--- config.mk ---
export PLATFORM = sky130hd
export DESIGN_NAME = aes_addroundkey_mc
export DESIGN_NICKNAME = d
export VERILOG_FILES = /design/src/rtl/aes_pkg.sv /design/src/rtl/aes_roundkey_select.sv /design/src/rtl/aes_addroundkey_mc.sv
export SDC_FILE = /design/constraint.sdc
export NUM_CORES = 1
export LEC_CHECK = 0
export BUFFER_PORTS_ARGS = -buffer_cell sky130_fd_sc_hd__buf_2
export CAP_MARGIN = 20
export CORE_AREA = 2 2 653 655
export CTS_BUF_LIST = sky130_fd_sc_hd__clkbuf_16
export CTS_CLUSTER_SIZE = 8
export DETAILED_ROUTE_END_ITERATION = 7
export DIE_AREA = 0 0 655 657
export GPL_TIMING_DRIVEN = 0
export SETUP_SLACK_MARGIN = 0.5
export SLEW_MARGIN = 20
export SYNTH_ARGS = -nofsm -noshare
export SYNTH_HDL_FRONTEND = slang
export SYNTH_SLANG_ARGS = --single-unit
--- constraint.sdc ---
create_clock -name clk -period 5.6 [get_ports clk]
set_clock_uncertainty 0.1 [all_clocks]
set_input_delay 0.28 -clock clk [delete_from_list [all_inputs] [get_ports clk]]
set_output_delay 0.28 -clock clk [all_outputs]
set_load 0.01 [all_outputs]
--- src/rtl/aes_pkg.sv ---
// Shared AES definitions: block/round constants, FSM encoding and key-bus
// addressing used by the AddRoundKey stage and the round controller.
package aes_pkg;

  localparam int AES_BLOCK_W = 128;
  localparam int NR_AES128   = 10;
  localparam int NR_AES192   = 12;
  localparam int NR_AES256   = 14;

  // Multi-cycle stage sequencing: accept, stream lanes, report.
  typedef enum logic [1:0] {
    ST_IDLE = 2'd0,
    ST_RUN  = 2'd1,
    ST_DONE = 2'd2
  } aes_fsm_e;

  // LSB position of round key r on a bus of nr+1 keys; round 0 sits in the
  // most significant 128 bits.
  function automatic int rk_offset(input int nr, input int r);
    return AES_BLOCK_W * (nr - r);
  endfunction

  // Width of a counter that indexes 'beats' lanes, never narrower than 1 bit.
  function automatic int beat_cnt_w(input int beats);
    if (beats > 1) begin
      return $clog2(beats);
    end else begin
      return 1;
    end
  endfunction

endpackage

--- src/rtl/aes_roundkey_select.sv ---
// Round-key selector: picks round key [roundnumber] from the expanded key bus
// and flags an index beyond the last round. Purely combinational.
module aes_roundkey_select
  import aes_pkg::*;
#(
  parameter  int NR    = NR_AES128,
  localparam int KEY_W = AES_BLOCK_W * (NR + 1)
) (
  input  logic [KEY_W-1:0]       key,
  input  logic [3:0]             roundnumber,
  output logic [AES_BLOCK_W-1:0] round_key,
  output logic                   out_of_range
);

  // AND-OR mux over all valid rounds; an out-of-range index yields zero.
  always_comb begin
    round_key    = {AES_BLOCK_W{1'b0}};
    out_of_range = (roundnumber > 4'(NR));
    for (int r = 0; r <= NR; r++) begin
      round_key = round_key |
                  (key[rk_offset(NR, r) +: AES_BLOCK_W] &
                   {AES_BLOCK_W{roundnumber == 4'(r)}});
    end
  end

endmodule

--- src/rtl/aes_addroundkey_mc.sv ---
// Multi-cycle AddRoundKey: XORs the selected round key into a 128-bit state,
// LANE_W bits per cycle starting at the most significant lane. A start pulse
// accepted in IDLE snapshots state and key, so later input changes cannot
// disturb the running block. result only moves when a block completes.
module aes_addroundkey_mc
  import aes_pkg::*;
#(
  parameter  int NR     = NR_AES128,
  parameter  int LANE_W = 32,
  localparam int KEY_W  = AES_BLOCK_W * (NR + 1)
) (
  input  logic                   clk,
  input  logic                   rst,
  input  logic [AES_BLOCK_W-1:0] state,
  input  logic [KEY_W-1:0]       key,
  input  logic [3:0]             roundnumber,
  input  logic                   start,
  output logic [AES_BLOCK_W-1:0] result,
  output logic                   busy,
  output logic                   finish,
  output logic                   err
);

  localparam int BEATS  = AES_BLOCK_W / LANE_W;
  localparam int BEAT_W = beat_cnt_w(BEATS);
  localparam logic [BEAT_W-1:0] LAST_BEAT = BEAT_W'(BEATS - 1);

  aes_fsm_e               fsm_r;
  aes_fsm_e               fsm_nx_s;
  logic [BEAT_W-1:0]      beat_r;
  logic [AES_BLOCK_W-1:0] wstate_r;
  logic [AES_BLOCK_W-1:0] wstate_nx_s;
  logic [AES_BLOCK_W-1:0] wkey_r;
  logic                   err_flag_r;
  logic [AES_BLOCK_W-1:0] result_r;
  logic                   busy_r;
  logic                   finish_r;
  logic                   err_r;
  logic [AES_BLOCK_W-1:0] rk_s;
  logic                   rk_oor_s;

  aes_roundkey_select #(
    .NR (NR)
  ) u_rk_sel (
    .key          (key),
    .roundnumber  (roundnumber),
    .round_key    (rk_s),
    .out_of_range (rk_oor_s)
  );

  // Next FSM state: bad round skips straight to DONE to report the error.
  always_comb begin
    fsm_nx_s = fsm_r;
    case (fsm_r)
      ST_IDLE: begin
        if (start) begin
          if (rk_oor_s) begin
            fsm_nx_s = ST_DONE;
          end else begin
            fsm_nx_s = ST_RUN;
          end
        end else begin
          fsm_nx_s = ST_IDLE;
        end
      end
      ST_RUN: begin
        if (beat_r == LAST_BEAT) begin
          fsm_nx_s = ST_DONE;
        end else begin
          fsm_nx_s = ST_RUN;
        end
      end
      ST_DONE: fsm_nx_s = ST_IDLE;
      default: fsm_nx_s = ST_IDLE;
    endcase
  end

  // Work state with the current lane XORed by its round-key lane.
  always_comb begin
    wstate_nx_s = wstate_r;
    for (int i = 0; i < BEATS; i++) begin
      if (beat_r == BEAT_W'(i)) begin
        wstate_nx_s[AES_BLOCK_W-1-i*LANE_W -: LANE_W] =
          wstate_r[AES_BLOCK_W-1-i*LANE_W -: LANE_W] ^
          wkey_r[AES_BLOCK_W-1-i*LANE_W -: LANE_W];
      end else begin
        wstate_nx_s[AES_BLOCK_W-1-i*LANE_W -: LANE_W] =
          wstate_r[AES_BLOCK_W-1-i*LANE_W -: LANE_W];
      end
    end
  end

  // FSM state register.
  always_ff @(posedge clk) begin
    if (!rst) begin
      fsm_r <= ST_IDLE;
    end else begin
      fsm_r <= fsm_nx_s;
    end
  end

  // Datapath and registered status: snapshot on accept, stream lanes in RUN,
  // publish in DONE (result held on the error path).
  always_ff @(posedge clk) begin
    if (!rst) begin
      beat_r     <= {BEAT_W{1'b0}};
      wstate_r   <= {AES_BLOCK_W{1'b0}};
      wkey_r     <= {AES_BLOCK_W{1'b0}};
      err_flag_r <= 1'b0;
      result_r   <= {AES_BLOCK_W{1'b0}};
      busy_r     <= 1'b0;
      finish_r   <= 1'b0;
      err_r      <= 1'b0;
    end else begin
      busy_r   <= (fsm_nx_s != ST_IDLE);
      finish_r <= (fsm_r == ST_DONE);
      err_r    <= (fsm_r == ST_DONE) && err_flag_r;
      case (fsm_r)
        ST_IDLE: begin
          if (start) begin
            if (rk_oor_s) begin
              err_flag_r <= 1'b1;
            end else begin
              wstate_r   <= state;
              wkey_r     <= rk_s;
              beat_r     <= {BEAT_W{1'b0}};
              err_flag_r <= 1'b0;
            end
          end
        end
        ST_RUN: begin
          wstate_r <= wstate_nx_s;
          beat_r   <= beat_r + BEAT_W'(1);
        end
        ST_DONE: begin
          if (!err_flag_r) begin
            result_r <= wstate_r;
          end else begin
            result_r <= result_r;
          end
          err_flag_r <= 1'b0;
        end
        default: begin
          err_flag_r <= 1'b0;
        end
      endcase
    end
  end

  assign result = result_r;
  assign busy   = busy_r;
  assign finish = finish_r;
  assign err    = err_r;

endmodule
# After elaboration in Yosys (flattened, before gate mapping)
# Index checks and enable logic that the tools add are counted.
word_totals:
  reg_bits: 392
  out_inout_bits: 131
  in_bits: 1543
  memories: 0
  ram_bits: 0
  latch_bits: 0
  rom_bits: 0
classes:
  magnitude_cmp: 1
  mux: 17
  bitwise: 28
  n_mul: 0
  n_eq_ne: 21
  reduce_logical: 14
  n_div: 0
  shift: 0
  addsub: 1
op_table:
  columns: ["operator", "n"]
  rows:
  - ["$and 128x128->128", 11]
  - ["$or 128x128->128", 10]
  - ["$mux 128", 2]
  - ["$pmux 128 s2", 1]
  - ["$mux 32", 4]
  - ["$xor 32x32->32", 4]
  - ["$eq 4x3->1 const B", 4]
  - ["$reduce_and 4->1", 4]
  - ["$eq 4x4->1 const B", 3]
  - ["$ne 2x2->1 const B", 6]
  - ["$mux 2", 5]
  - ["$eq 4x2->1 const B", 2]
  - ["$pmux 2 s2", 2]
  - ["$eq 2x2->1 const B", 3]
  - ["$reduce_and 3->1", 2]
  - ["$eq 2x1->1 const B", 2]
  - ["$eq 4x1->1 const B", 1]
  - ["$gt 4x4->1 const B", 1]
  - ["$logic_not 2->1", 2]
  - ["$logic_not 4->1", 1]
  - ["$reduce_and 2->1", 2]
  - ["$reduce_bool 2->1", 2]
  - ["$not 1->1", 3]
  - ["$add 2x1->2 const B", 1]
  - ["3 further kinds", 4]

# Longest topological paths before layout
logic_depth:
  ltp_word: 12
  mapped_depth: 9

# Hierarchy
# Synthesis repeated with hierarchy kept, for this count alone.
hier_totals:
  cells_unflattened: 3515
  area_unflattened_um2: 27719.1
by_module_without_submodules:
  columns: ["module", "cells_each", "area_each_um2", "n_inst", "seq_area_each_um2"]
  rows:
  - ["aes_addroundkey_mc", 2087, 17117.7, 1, 7847.5]
  - ["aes_roundkey_select", 1428, 10601.4, 1, 0.0]

# Worst setup path after synthesis
# No wires, ideal clock.
synth_timing:
  kind: "reg-to-reg"
  from: "register fsm_r[0]"
  to: "register wkey_r[122]"
  path_slack_ps: 3750
  setup_ps: 120
  path_stages_with_launch: 8
  arrival_time_ps: 1631
  n_path_buf: 3
  path_cell_list: "dfxtp_1 -> buf_4 -> or3b_1 -> buf_2 -> a21oi_4 -> buf_6 -> o221ai_1 -> o31a_1"
synth_between:
  elab_chain_cells: 2
synth_rtl:
  columns: ["element", "line_no", "source"]
  rows:
  - ["start, declared", "aes_addroundkey_mc.sv:28", "aes_fsm_e fsm_r;"]
  - ["start signal, assigned", "aes_addroundkey_mc.sv:98", "fsm_r <= fsm_nx_s;"]
  - ["$logic_not 2->1", "aes_addroundkey_mc.sv:118", "case (fsm_r)"]
  - ["$reduce_and 3->1 (no source line)", null, null]
  - ["end signal, assigned", "aes_addroundkey_mc.sv:108", "wkey_r <= {AES_BLOCK_W{1'b0}};"]
  - ["end signal, assigned", "aes_addroundkey_mc.sv:125", "wkey_r <= rk_s;"]
  - ["end, declared", "aes_addroundkey_mc.sv:33", "logic [AES_BLOCK_W-1:0] wkey_r;"]
# Every way passes these cells.
# A chain may end at the register's enable or synchronous reset.

# Final worst setup path
layout_timing:
  from: "input port roundnumber[0]"
  to: "register wkey_r[123]"
layout_between:
  elab_chain_cells: 12
  elab_cells_between_ends: 35
layout_rtl:
  columns: ["element", "line_no", "source"]
  rows:
  - ["start, declared", "aes_addroundkey_mc.sv:16", "input logic [3:0] roundnumber,"]
  - ["$eq 4x1->1 or $logic_not 4->1 (tied branches)", "aes_roundkey_select.sv:22", "{AES_BLOCK_W{roundnumber == 4'(r)}});"]
  - ["$and 128x128->128", "aes_roundkey_select.sv:21", "(key[rk_offset(NR, r) +: AES_BLOCK_W] &"]
  - ["$or 128x128->128 (10 in series)", "aes_roundkey_select.sv:20", "round_key = round_key |"]
# Parallel ways exist; a longest one is shown, timed or not.

==> run metrics <==
# resized after CTS 0; WP data required 6100 ps; sequential-to-total area share from yosys stat 27.5%; GRT overflow 0; Arr. time, crit path 5050 ps; syn nets 5,087; cell mode on critical path buf_4; Yosys top cell area share 27.5%; unique cell type count in the Yosys netlist 73; initial antenna violation count 918; FMAX 0.220 GHz; CP max stage cell a21oi_1; First-pass DRT Iterations 7; die width 655 µm; Worst setup EP type register; CP Class in -> reg; Crit Path Max Fanout 10; drt drc 0; port bufs 1,670; ys flop type dfxtp_1; EDFF count, synth 0; synth top area cells dfxtp_1 27%, mux2i_1 7.6%, o21ai_0 6.0%, a21boi_0 6.0%, a21oi_1 4.1%; CTS tree done; pwr dens 213 mW/mm²; Synth area leader dfxtp_1; insertion delay to the later sink of the worst-skew pair 710 ps; CP cell instances buf_2 -> buf_4 -> buf_4 -> buf_4 -> buf_4 -> mux2i_1 -> o22ai_1 -> a21oi_1 -> a31oi_1 -> dlygate4sd3_1; Register Area 0.00785 mm²; final antenna-violating net count 0; wire per inst 53.1 µm; Mapped Area 0.0286 mm²; io pins 1,674; Worst Setup EP wkey_r[123]$_SDFFE_PN0P_; Setup crit start kind primary input; Final Cell Area 0.0519 mm²; Tot GR Track Use 28.2%; layout cell share with drive strength beyond 1 40.1%; Die Y 657 µm; Period Utilization, post-route 81.3%; CP bufs+invs 6; setup TNS 0 ps; Max Cap Viol 0; critical path's top delay family buffers and inverters; Worst Tran Pin Value 1460 ps; Area Overhead vs Synth 81.5%; Crit path largest cell delay 850 ps; hold violation total from the final report 0; clk buf depth 3; Critical Path Source roundnumber[0]; FF-to-FF Start fsm_r[0]$_SDFF_PN0_; final wirelength 634 mm; mean area per synthesized cell 8.08 µm²; Post-DP HPWL 571 mm; max-slew violation count 0; CTS clk-pin slew, worst paths 60 ps; CTS root buf clkbuf_16; vias 47,800; crit path time final 4550 ps; GP Congestion 1.03; most common cell after layout, fill and taps aside buf_2; critical path depth 10; Pleak 19.8 nW; Worst R2R End wkey_r[103]$_SDFFE_PN0P_; CTS sink count 392; initial core utilization 6.76%; first-pass GRT wire length 720 mm; area occupied by multi-input gates 0.0193 mm²; Syn Inst Count 3,540; RSZ-0062 raised after global routing false; via density per instance 4.00; Synth Warn # 0; Slew HR 2.70%; core box area 0.423 mm²; Initial DRC Count 6,395; most frequent cells in the layout 1,803 x buf_2, 392 x dfxtp_1, 344 x o21ai_0; Worst VDD drop 0.000267 V; die area 0.430 mm²; r2r worst-path depth 8; HP Class in -> reg; Final nets 7,205; Fillers 49,500; Yosys reg bits 392; number of global-route vias before repair 41,300; Cell Rows 239; cts bufs inserted 59; final setup fails 0; R2R setup slack 1830 ps; status finished clean; largest net degree at the start of global routing 17; Post-DP Area 0.0459 mm²; H-Tree Depth 2; ys async rst share 0%
[sequential cells by signal, summed over array words and instances (netlist names)]
| name | cells |
|---|---|
| finish | 1 |
| beat_r | 2 |
| wstate_r | 128 |
| fsm_r | 2 |
| result | 128 |
| wkey_r | 128 |
| busy | 1 |
| err_flag_r | 1 |
| err | 1 |
[cell usage after synthesis, types with 34 or more instances]
| cell type | instances |
|---|---|
| a21boi_0 | 229 |
| a21oi_1 | 233 |
| a22o_1 | 118 |
| a22oi_1 | 138 |
| a31oi_1 | 76 |
| and2_1 | 102 |
| buf_2 | 121 |
| buf_4 | 44 |
| clkbuf_1 | 199 |
| dfxtp_1 | 392 |
| mux2_2 | 67 |
| mux2i_1 | 216 |
| nand2_1 | 295 |
| nand3b_1 | 117 |
| nor2_1 | 120 |
| nor2b_1 | 43 |
| nor3b_1 | 107 |
| nor4bb_1 | 34 |
| o21ai_0 | 345 |
| o22ai_1 | 76 |
[tightest hold or removal path, cell delays in order]
cell and delay [ps]:
buf_2 70, and2_1 170, o21ai_0 100, a21boi_0 150
[logic make-up (layout without fill, tap and decap cells)]
family | Yosys count | count (layout) | synth area share, %
AOI/OAI and AO/OA | 1511 | 1511 | 35.6
adders and majority gates | 4 | 4 | 0.175
and+or+nand+nor | 948 | 948 | 19.2
other | 0 | 588 | 0
buffers and inverters | 394 | 2534 | 6.70
DFF | 392 | 392 | 27.5
muxes | 291 | 291 | 10.8
[how the worst min path moves through the flow]
stage,from,depth (start not counted),to
floorplan,wstate_r[0]$_SDFFE_PN0P_,2,result[0]$_SDFFE_PN0P_
global placement,result[41]$_SDFFE_PN0P_,2,result[41]$_SDFFE_PN0P_
detailed placement,result[62]$_SDFFE_PN0P_,2,result[62]$_SDFFE_PN0P_
CTS,state[96],4,wstate_r[96]$_SDFFE_PN0P_
global route,key[349],3,wkey_r[93]$_SDFFE_PN0P_
finish,state[62],4,wstate_r[62]$_SDFFE_PN0P_
[per-layer routing]
metal | wire length (µm) | global-route usage (%) | share of wire [%]
met1 | 224000 | 29.8 | 35
met2 | 301000 | 47.1 | 47
met3 | 61000 | 10.4 | 9.6
met4 | 45600 | 18.2 | 7.2
met5 | 2090 | 0 | 0.33
[repair_timing]
| item | in CTS | in global routing |
|---|---|---|
| endpoints found under the hold margin | 198 | 0 |
| hold buffers | 281 | 0 |
| buffers inserted | 0 | 0 |
| setup endpoints to repair | 0 | 0 |
[area by class of cell]
type / instances / share of cell area (%)
Multi-Input combinational cell: 2754 / 37.1
Sequential cell: 392 / 15.1
Timing Repair Buffer: 2057 / 24.2
Clock inverter: 24 / 0.403
Tap cell: 5663 / 13.7
Clock buffer: 59 / 2.84
Buffer: 390 / 3.82
Antenna cell: 588 / 2.84
Inverter: 4 / 0.0289
[per-stage QoR]
| stage | cells | hold slack (ps) | power (mW) | worst slack, ps | util, % |
|---|---|---|---|---|---|
| after floorplan | 3540 | 351 | 4.30 | 3750 | - |
| after global placement | 10900 | 352 | 6.94 | -2460 | 10.4 |
| after detailed placement | 11000 | 354 | 7.12 | 827 | 10.9 |
| after CTS | 11300 | 0.460 | 11.0 | 1280 | 11.9 |
| after global routing | 11700 | 24.1 | 11.1 | 1230 | 12.2 |
| final | 11900 | 15.9 | 11.1 | 1050 | 12.3 |
[power by group]
part / internal [mW] / switching [mW]
sequential: 2.97 / 0.311
combinational: 1.35 / 2.81
clock: 2.00 / 1.62
total: 6.32 / 4.73
Power figures use the tool's default switching activity.
